### src/rtl/song_reader.sv
// Song sequencer: walks one 32-entry segment of the song ROM and presents
// each {note, duration} entry to the note player for `duration` beat ticks.
module song_reader #(
    parameter int NOTE_W = 6,
    parameter int DUR_W  = 6,
    parameter int IDX_W  = 5
) (
    input  logic                      clk,
    input  logic                      rst_n,
    input  logic                      play,
    input  logic [1:0]                song,
    input  logic                      beat,
    output logic [IDX_W+1:0]          rom_addr,
    input  logic [NOTE_W+DUR_W-1:0]   rom_dout,
    output logic [NOTE_W-1:0]         note_to_play,
    output logic                      new_note,
    output logic                      playing,
    output logic                      song_done
);

    typedef enum logic [2:0] {
        S_IDLE,
        S_FETCH,
        S_LOAD,
        S_PLAY,
        S_NEXT
    } state_t;

    state_t              state_q, state_d;
    logic [1:0]          song_q, song_d;
    logic [IDX_W-1:0]    idx_q, idx_d;
    logic [NOTE_W-1:0]   note_q, note_d;
    logic [DUR_W-1:0]    dur_q, dur_d;
    logic [DUR_W-1:0]    cnt_q, cnt_d;
    logic                new_note_q, new_note_d;
    logic                song_done_q, song_done_d;

    logic [NOTE_W-1:0]   rom_note;
    logic [DUR_W-1:0]    rom_dur;
    logic [DUR_W-1:0]    cnt_inc;

    assign rom_note = rom_dout[NOTE_W+DUR_W-1:DUR_W];
    assign rom_dur  = rom_dout[DUR_W-1:0];
    assign cnt_inc  = cnt_q + 1'b1;

    always_ff @(posedge clk or negedge rst_n) begin
        if (!rst_n) begin
            state_q     <= S_IDLE;
            song_q      <= '0;
            idx_q       <= '0;
            note_q      <= '0;
            dur_q       <= '0;
            cnt_q       <= '0;
            new_note_q  <= 1'b0;
            song_done_q <= 1'b0;
        end else begin
            state_q     <= state_d;
            song_q      <= song_d;
            idx_q       <= idx_d;
            note_q      <= note_d;
            dur_q       <= dur_d;
            cnt_q       <= cnt_d;
            new_note_q  <= new_note_d;
            song_done_q <= song_done_d;
        end
    end

    always_comb begin
        state_d     = state_q;
        song_d      = song_q;
        idx_d       = idx_q;
        note_d      = note_q;
        dur_d       = dur_q;
        cnt_d       = cnt_q;
        new_note_d  = 1'b0;
        song_done_d = 1'b0;

        case (state_q)
            S_IDLE: begin
                note_d = '0;
                if (play) begin
                    song_d  = song;
                    idx_d   = '0;
                    state_d = S_FETCH;
                end
            end
            // The ROM is registered: rom_dout reflects rom_addr one edge later.
            S_FETCH: state_d = S_LOAD;
            S_LOAD: begin
                if (rom_dur != '0) begin
                    note_d     = rom_note;
                    dur_d      = rom_dur;
                    cnt_d      = '0;
                    new_note_d = 1'b1;
                    state_d    = S_PLAY;
                end else begin
                    state_d    = S_NEXT;
                end
            end
            S_PLAY: begin
                // Pausing simply gates the beat, so the count resumes intact.
                if (play && beat) begin
                    cnt_d = cnt_inc;
                    if (cnt_inc == dur_q) begin
                        state_d = S_NEXT;
                    end
                end
            end
            S_NEXT: begin
                if (idx_q == '1) begin
                    song_done_d = 1'b1;
                    note_d      = '0;
                    state_d     = S_IDLE;
                end else begin
                    idx_d   = idx_q + 1'b1;
                    state_d = S_FETCH;
                end
            end
            default: state_d = S_IDLE;
        endcase
    end

    assign rom_addr     = {song_q, idx_q};
    assign note_to_play = note_q;
    assign new_note     = new_note_q;
    assign song_done    = song_done_q;
    assign playing      = (state_q == S_PLAY) && play;

endmodule

### config.mk
export PLATFORM = sky130hd
export DESIGN_NAME = song_reader
export DESIGN_NICKNAME = d
export VERILOG_FILES = /design/src/rtl/song_reader.sv
export SDC_FILE = /design/constraint.sdc
export NUM_CORES = 1
export LEC_CHECK = 0
export ABC_AREA = 1
export CAP_MARGIN = 10
export CORE_MARGIN = 3
export CORE_UTILIZATION = 54
export DETAILED_ROUTE_END_ITERATION = 16
export PLACE_DENSITY = 0.95
export SLEW_MARGIN = 20
export SYNTH_ARGS = -nofsm -noshare
export SYNTH_HDL_FRONTEND = slang
export SYNTH_SLANG_ARGS = --single-unit
export TNS_END_PERCENT = 1
### constraint.sdc
create_clock -name clk -period 4.95 [get_ports clk]
set_clock_uncertainty 0.2 [all_clocks]
set_input_delay 0.99 -clock clk [delete_from_list [all_inputs] [get_ports clk]]
set_output_delay 0.99 -clock clk [all_outputs]
set_load 0.02 [all_outputs]
Yosys cells after proc, flatten, opt, wreduce, memory -nomap -nowiden
Index checks and enable logic that the tools add are counted.
{"block": "classes", "mux": 19, "eq_ne": 12, "add_sub_neg": 2, "n_reduce_logical": 13}
{"cell": "$mux 6", "n": 4}
{"cell": "$pmux 6 s3", "n": 1}
{"cell": "$pmux 3 s5", "n": 1}
{"cell": "$mux 3", "n": 4}
{"cell": "$ne 2x2->1 const B", "n": 6}
{"cell": "$pmux 6 s2", "n": 1}
{"cell": "$reduce_and 3->1", "n": 4}
{"cell": "$mux 5", "n": 2}
{"cell": "$pmux 5 s2", "n": 1}
{"cell": "$add 6x1->6 const B", "n": 1}
{"cell": "$eq 3x2->1 const B", "n": 2}
{"cell": "$eq 6x6->1", "n": 1}
{"cell": "$reduce_bool 6->1", "n": 1}
{"cell": "$add 5x1->5 const B", "n": 1}
{"cell": "$eq 5x5->1 const B", "n": 1}
{"cell": "$mux 1", "n": 5}
{"cell": "$reduce_and 2->1", "n": 2}
{"cell": "$reduce_bool 2->1", "n": 2}
{"cell": "$eq 3x1->1 const B", "n": 1}
{"cell": "$eq 3x3->1 const B", "n": 1}
{"cell": "$logic_not 3->1", "n": 1}
{"cell": "$reduce_bool 3->1", "n": 1}
{"cell": "$logic_and 1x1->1", "n": 2}
{"block": "totals", "ff_bits": 30, "inputBits": 18}

Logic depth before layout (Yosys ltp)
Gate-level depths: netlist of run 1.
{"block": "depth", "depth_word": 5, "ltp_mapped": 12, "mapped_depth_nobuf": 12}

Worst setup path after synthesis of run 1
No wires, ideal clock.
{"block": "synth_path", "path_type": "input-to-output", "from": "input play", "to": "output playing", "path_buffers": 0, "setup_slack_ns": 2.416, "required_time_ns": 3.760, "cell_stages": 2, "arrival_ns": 1.344, "path_cell_list": "inv_1 > nor2_1"}
{"block": "synth_via", "elab_chain_len": 1}
{"item": "start: declaration", "line": "10", "text": "input logic play,"}
{"item": "$logic_and 1x1->1", "line": "127", "text": "assign playing = (state_q == S_PLAY) && play;"}
{"item": "end: declaration", "line": "17", "text": "output logic playing,"}
No other way between the ends.

Worst setup path in the final report of run 1
Ends and elaborated chain as after synthesis.

==> results of run 1 <==
==> synthesized netlist by cell type (all sizes together), types with 2 or more instances <==
library cell	n	share of area, %
o22ai	4	1.6
nor3	4	1.6
dfrtp	30	48
a21oi	3	0.96
nand3	16	5.5
ha	3	2.4
o21ai	18	6.0
inv	35	8.4
nor2	17	5.2
nand2	57	15
buf	2	1.4
nand4	5	2.0
==> layout make-up <==
type	count	area [um^2]
sequential	30	751
tap	30	37.5
timing repair buffer	34	338
clock buffer	7	55.1
clock inverter	1	5.00
fill	161	639
multi-input combinational	131	656
inverter	35	131
==> cell families (layout without fill, tap and decap cells) <==
logic type	Yosys count	count (layout)	share of synthesized area (%)
AO/OA/AOI/OAI	29	29	10.7
adder cells (fa/ha/maj)	3	3	2.41
buffers and inverters	37	77	9.86
flip-flops	30	30	48.1
AND/OR/NAND/NOR	99	99	28.9
==> sequential cells by signal, indices dropped and copies added (netlist names) <==
signal / count
cnt_q: 6
dur_q: 6
idx_q: 5
new_note: 1
note_to_play: 6
song_done: 1
song_q: 2
state_q: 3
==> path summary, 6_finish.rpt <==
kind	to	slack, ns
setup reg to reg	idx_q[3]	2.81
min in group asynchronous	state_q[0]	0.82
max in group asynchronous	song_done	3.45
setup / recovery	playing	1.44
hold reg to reg	dur_q[3]	0.31
hold / removal	dur_q[3]	0.31
==> layer usage <==
layer	up-vias	GRT usage [%]	share of wire, %
li1	717	-	-
met1	695	29.8	41
met2	67	40.1	49
met3	17	6.91	5.9
met4	0	19.3	4.0
met5	-	0	0
==> worst min-delay path, cell delays in order, from the launching register on <==
cell and delay (ns):
dfrtp_1 0.37, nand2_1 0.06, nand2_1 0.05
==> power by group <==
group          leakage [nW]  switching [mW]  internal [mW]
combinational         0.538           0.293          0.194
clock                0.0353          0.0860         0.0687
sequential            0.388          0.0675          0.328
==> metrics by stage <==
step                      instance area, um^2  utilization (%)
after floorplan                          1560                -
after global placement                   1910             73.2
after detailed placement                 1910             73.2
after CTS                                1970             75.5
after global routing                     1970             75.5
final                                    1970             75.5
==> impl_metrics.env, run 1 <==
export IMPL_status="finished, final reports clean"
export IMPL_critical_path_top_delay_family="buffers and inverters"
export IMPL_r2r_start="idx_q[0]"
export IMPL_die_h_um=59.8
export IMPL_yosysSeqAreaShare_pct=48.1
export IMPL_clock_latency_ns=0.33
export IMPL_cts_setup_buffers=0
export IMPL_r2r_cells=10
export IMPL_final_common_cell="nand2_1"
export IMPL_cts_inserted_buffers=5
export IMPL_slew_viol_final=0
export IMPL_ys_async_sr_fraction_pct=100
export IMPL_gp_congestion=0.831
export IMPL_dp_cells=260
export IMPL_grt_pass1_wl_um=6620
export IMPL_synth_nets=219
export IMPL_finalPower_mw=1.04
export IMPL_finalSetupViolCount=0
export IMPL_grt_util_all_layers_pct=25.7
export IMPL_syn_cell_area_mm2=0.00156
export IMPL_yosys_warnings=0
export IMPL_synth_cell_types=25
export IMPL_die_w_um=59.8
export IMPL_synthFlopType="dfrtp_1"
export IMPL_rsz0062_at_grt="false"
export IMPL_cts_root_buf="clkbuf_4"
export IMPL_startpoint="play"
export IMPL_syn_avg_cell_area_um2=7.88
export IMPL_path_clk_slew_ns=0.10
export IMPL_grt_pass1_vias=1479
export IMPL_finalCritPeriodShare_pct=70.9
export IMPL_routed_via_density=5.58
export IMPL_drtPass1Iterations=4
export IMPL_drtIter0Drc=51
export IMPL_ctsHoldBuffers=0
export IMPL_num_nets_final=258
export IMPL_hold_slack_ns=0.309
export IMPL_cts_tree="yes"
export IMPL_critPathMostFrequentCell="clkdlybuf4s50_1"
export IMPL_min_path_type="reg -> reg"
export IMPL_fin_ws_ns=1.44
export IMPL_synth_seq_cells=30
export IMPL_critical_path_depth=4
export IMPL_cts_htree_levels=2
export IMPL_cts_resized=0
export IMPL_remaining_drc_errors=0
export IMPL_port_buffers=33
export IMPL_peakVddDrop_mv=0.472
export IMPL_layout_common_cells="nand2_1, clkdlybuf4s50_1, dfrtp_1"
export IMPL_drt_total_wl_um=3790
export IMPL_layout_drive_gt1_share_pct=11.8
export IMPL_ant_nets=0
export IMPL_fmax_mhz=285
export IMPL_critPathRequiredTime_ns=3.76
export IMPL_core_mm2=0.00261
export IMPL_start_util_pct=59.7
export IMPL_drv_cap=0
export IMPL_layoutNonFillerInstCount=268
export IMPL_cp_start_kind="input port"
export IMPL_critPathKind="in -> out"
export IMPL_power_density_mw_per_mm2=525
export IMPL_power_leakage_nw=0.961
export IMPL_grt_max_degree=31
export IMPL_cp_max_fo=3
export IMPL_arrival_ns=2.32
export IMPL_antenna_found_initial=0
export IMPL_hold_start="dur_q[3]"
export IMPL_postSynthCellCount=198
export IMPL_cp_buffers_inverters=3
export IMPL_finalHoldViolations=0
export IMPL_synth_edf_count=0
export IMPL_pre_cts_ws_ns=1.44
export IMPL_n_antenna_cell=0
export IMPL_io_pins=34
export IMPL_cts_sinks=30
export IMPL_critical_path_slowest_cell="clkdlybuf4s50_1"
export IMPL_routedWlPerCell_um=14.2
export IMPL_post_route_min_period_ns=3.51
export IMPL_fin_tns_setup_ns=0
export IMPL_end_kind="output port"
export IMPL_die_area_mm2=0.00357
export IMPL_slew_headroom_pct=71.1
export IMPL_hold_depth=2
export IMPL_row_count=18
export IMPL_worstMarginPinSlew_ns=0.430
export IMPL_syn_to_final_growth_pct=26.5
export IMPL_vias=1496
export IMPL_cts_path_max_buffers=2
export IMPL_crit_chain="clkdlybuf4s50_1, inv_1, nor2_1, clkdlybuf4s50_1"
export IMPL_dp_hpwl_um=2770
export IMPL_overflow=0
export IMPL_slowest_delay_ns=0.62
(Power assumes the default switching activity.)
==> inputs of run 2 (changes only) <==
Settings changed: CORE_UTILIZATION 54 to 45, PLACE_DENSITY 0.95 to 0.87.
Clock period 4.95 ns to 2.9 ns, I/O delays scaled along.
==> impl_metrics.env, run 2 (synthesis gave the netlist of run 1 again) <==
export IMPL_status="finished, final reports clean"
export IMPL_drt_total_wl_um=3320
export IMPL_cts_inserted_buffers=5
export IMPL_fmax_mhz=373
export IMPL_layoutNonFillerInstCount=282
export IMPL_min_path_type="reg -> reg"
export IMPL_slew_headroom_pct=68.6
export IMPL_start_util_pct=49.1
export IMPL_r2r_slack_ns=1.01
export IMPL_path_clk_slew_ns=0.09
export IMPL_fin_util_pct=62.6
export IMPL_cp_max_fo=3
export IMPL_grt_pass1_vias=1428
export IMPL_cts_htree_levels=2
export IMPL_finalHoldViolations=0
export IMPL_final_common_cell="nand2_1"
export IMPL_io_pins=34
export IMPL_final_area_mm2=0.00199
export IMPL_dp_hpwl_um=2530
export IMPL_layout_common_cells="nand2_1, clkdlybuf4s50_1, dfrtp_1"
export IMPL_gp_congestion=0.828
export IMPL_finalSetupViolCount=0
export IMPL_die_w_um=64.9
export IMPL_ctsHoldBuffers=0
export IMPL_drtPass1Iterations=4
export IMPL_power_leakage_nw=0.961
export IMPL_crit_end="playing"
export IMPL_routedWlPerCell_um=11.8
export IMPL_overflow=0
export IMPL_cts_root_buf="clkbuf_4"
export IMPL_port_buffers=33
export IMPL_arrival_ns=1.90
export IMPL_rsz0062_at_grt="false"
export IMPL_grt_pass1_wl_um=6070
export IMPL_startpoint="play"
export IMPL_routed_via_density=4.89
export IMPL_power_density_mw_per_mm2=868
export IMPL_remaining_drc_errors=0
export IMPL_critPathKind="in -> out"
export IMPL_n_antenna_cell=0
export IMPL_finalCritPeriodShare_pct=92.4
export IMPL_cts_setup_buffers=0
export IMPL_grt_max_degree=31
export IMPL_die_h_um=64.9
export IMPL_cts_resized=0
export IMPL_drtIter0Drc=70
export IMPL_cp_start_kind="input port"
export IMPL_clock_latency_ns=0.31
export IMPL_row_count=20
export IMPL_r2r_end="idx_q[3]"
export IMPL_critPathRequiredTime_ns=2.12
export IMPL_worstMarginPinSlew_ns=0.469
export IMPL_die_area_mm2=0.00421
export IMPL_core_mm2=0.00318
export IMPL_post_route_min_period_ns=2.68
export IMPL_grt_util_all_layers_pct=18.1
export IMPL_slew_viol_final=0
export IMPL_r2r_cells=10
export IMPL_dpl_cell_area_mm2=0.00193
export IMPL_r2r_start="idx_q[0]"
export IMPL_drv_cap=0
export IMPL_cts_path_max_buffers=2
export IMPL_vias=1378
export IMPL_dp_cells=274
export IMPL_peakVddDrop_mv=0.685
export IMPL_ant_nets=0
export IMPL_fin_tns_setup_ns=0
export IMPL_cts_tree="yes"
export IMPL_antenna_found_initial=0
export IMPL_layout_drive_gt1_share_pct=11.8
export IMPL_syn_to_final_growth_pct=27.6
export IMPL_num_nets_final=258
export IMPL_end_kind="output port"
export IMPL_cts_sinks=30
## run 2: layout make-up
class / instances / area, um^2
clock buffers: 7 / 55.1
clock inverters: 1 / 5.00
fillers: 292 / 1190
inverters: 35 / 131
multi-input cells: 131 / 656
flip-flops and latches: 30 / 751
well taps: 44 / 55.1
repair buffers: 34 / 338
## run 2: layer usage
metal | GRT usage [%] | part of all wire [%]
met1 | 22.0 | 43
met2 | 31.4 | 53
met3 | 4.85 | 3.4
met4 | 4.75 | 0.42
met5 | 0 | 0
## run 2: how the worst min path moves through the flow
stage	startpoint	end	slack (ns)	cells past startpoint
floorplan	rst_n	cnt_q[0]	0.08	0
global placement	song_q[0]	song_q[0]	0.27	2
detailed placement	song_q[0]	song_q[0]	0.27	2
CTS	song_q[0]	song_q[0]	0.30	2
global route	song_q[0]	song_q[0]	0.32	2
finish	song_q[0]	song_q[0]	0.30	2
## run 2: stage by stage
step | hold slack [ns] | total power [mW] | worst slack [ns]
floorplan | 0.0844 | 1.19 | 1.08
global placement | 0.270 | 1.46 | 0.230
detailed placement | 0.267 | 1.48 | 0.215
CTS | 0.299 | 1.74 | 0.211
global route | 0.320 | 1.88 | 0.145
finish | 0.295 | 1.73 | 0.220
## run 2: worst max-delay path, cell delays in order
cell             delay (ns)
clkdlybuf4s50_1        0.51
inv_1                  0.06
nor2_1                 0.13
clkdlybuf4s50_1        0.62
## run 2: where the power goes
group	internal [mW]	switching, mW
Sequential	0.559	0.107
Combinational	0.328	0.479
Clock	0.117	0.137
==> inputs of run 3 (changes only) <==
Settings changed: SETUP_SLACK_MARGIN set to 0.3, SKIP_CTS_REPAIR_TIMING set to 1.
==> impl_metrics.env, run 3 (synthesis gave the netlist of run 1 again) <==
export IMPL_peakVddDrop_mv=0.686
export IMPL_port_buffers=33
export IMPL_critPathRequiredTime_ns=2.12
export IMPL_die_area_mm2=0.00421
export IMPL_slew_headroom_pct=68.6
export IMPL_seq_power_share_pct=38.6
export IMPL_finalSetupViolCount=0
export IMPL_cp_max_fo=3
export IMPL_layout_common_cells="nand2_1, clkdlybuf4s50_1, dfrtp_1"
export IMPL_dpl_cell_area_mm2=0.00193
export IMPL_fin_util_pct=62.7
export IMPL_critical_path_slowest_cell="clkdlybuf4s50_1"
export IMPL_cts_root_buf="clkbuf_4"
export IMPL_row_count=20
export IMPL_power_density_mw_per_mm2=866
export IMPL_worstMarginPinSlew_ns=0.469
export IMPL_final_area_mm2=0.00199
export IMPL_p_comb_share_pct=46.7
export IMPL_vias=1377
export IMPL_n_antenna_cell=0
export IMPL_cts_sinks=30
export IMPL_r2r_start="idx_q[0]"
export IMPL_start_util_pct=49.1
export IMPL_grt_util_all_layers_pct=18.1
export IMPL_clock_latency_ns=0.31
export IMPL_fmax_mhz=436
export IMPL_dp_hpwl_um=2530
export IMPL_routed_via_density=4.88
export IMPL_cts_inserted_buffers=5
export IMPL_hold_slack_ns=0.295
export IMPL_rsz0062_at_grt="false"
export IMPL_cts_path_max_buffers=2
export IMPL_power_leakage_nw=0.976
export IMPL_core_mm2=0.00318
export IMPL_drt_total_wl_um=3320
export IMPL_path_clk_slew_ns=0.09
export IMPL_grt_pass1_wl_um=6070
export IMPL_overflow=0
export IMPL_gp_congestion=0.828
export IMPL_drv_cap=0
export IMPL_end_kind="output port"
export IMPL_routedWlPerCell_um=11.8
export IMPL_p_sw_share_pct=41.8
export IMPL_num_nets_final=258
export IMPL_ant_nets=0
export IMPL_grt_max_degree=31
export IMPL_min_path_type="reg -> reg"
export IMPL_clockPowerShare_pct=14.7
export IMPL_final_common_cell="nand2_1"
export IMPL_drtIter0Drc=41
export IMPL_remaining_drc_errors=0
export IMPL_hold_start="song_q[0]"
export IMPL_die_h_um=64.9
export IMPL_startpoint="play"
export IMPL_finalHoldViolations=0
export IMPL_drtPass1Iterations=4
export IMPL_status="finished, final reports clean"
export IMPL_slew_viol_final=0
export IMPL_post_route_min_period_ns=2.29
export IMPL_arrival_ns=1.51
export IMPL_intPower_mw=1.00
export IMPL_finalPower_mw=1.73
export IMPL_cp_start_kind="input port"
export IMPL_switching_power_uw=723
export IMPL_crit_chain="clkdlybuf4s50_1, inv_1, nor2_1, dlymetal6s2s_1"
export IMPL_die_w_um=64.9
export IMPL_layout_drive_gt1_share_pct=11.8
export IMPL_grt_pass1_vias=1428
export IMPL_slowest_delay_ns=0.51
export IMPL_finalCritPeriodShare_pct=79.1
export IMPL_cts_tree="yes"
export IMPL_io_pins=34
export IMPL_critPathKind="in -> out"
export IMPL_syn_to_final_growth_pct=27.7
export IMPL_fin_tns_setup_ns=0
export IMPL_antenna_found_initial=0
export IMPL_cts_htree_levels=2
## run 3: cell types whose count changed in the layout (fill, tap and decap cells not counted)
cell | previous run | this run
clkdlybuf4s50_1 | 33 | 32
dlymetal6s2s_1 | 0 | 1
## run 3: per-stage QoR
step / std cells / setup WS [ns]
3_5_place_dp: 274 / 0.215
3_3_place_gp: 274 / 0.230
5_1_grt: 282 / 0.534
6_report: 282 / 0.607
4_1_cts: 282 / 0.211
2_1_floorplan: 198 / 1.08
## run 3: final timing paths
path,to,slack [ns],cells after the start
setup / recovery,playing,0.61,4
hold / removal,song_q[0],0.30,2
setup reg to reg,idx_q[3],1.00,10
hold reg to reg,song_q[0],0.30,2
max in group asynchronous,new_note,1.77,2
min in group asynchronous,cnt_q[0],0.44,2
## run 3: critical path, delay by kind of cell
| family | cells | cell delay [ns] |
|---|---|---|
| buffers and inverters | 3 | 0.81 |
| AND/OR/NAND/NOR | 1 | 0.12 |
## run 3: metal layers
metal	wire length, um	vias to the layer above	GRT usage (%)
met5	0	-	0
met4	14	0	4.75
met3	112	2	4.85
met2	1750	22	31.4
met1	1440	641	22.0
li1	-	712	-
## run 3: final cells by class
type	instances	area, um^2
multi-input cells	131	656
inverters	35	131
clock buffers	7	55.1
clock inverters	1	5.00
fillers	293	1180
repair buffers	34	340
flip-flops and latches	30	751
well taps	44	55.1
## run 3: power by group through the flow
| stage | sequential, mW | combinational (mW) | clock, mW |
|---|---|---|---|
| after CTS | 0.666 | 0.817 | 0.260 |
| after global placement | 0.668 | 0.787 | 0 |
| final | 0.667 | 0.806 | 0.254 |
| after floorplan | 0.741 | 0.451 | 0 |
| after global routing | 0.687 | 0.914 | 0.282 |
| after detailed placement | 0.670 | 0.815 | 0 |
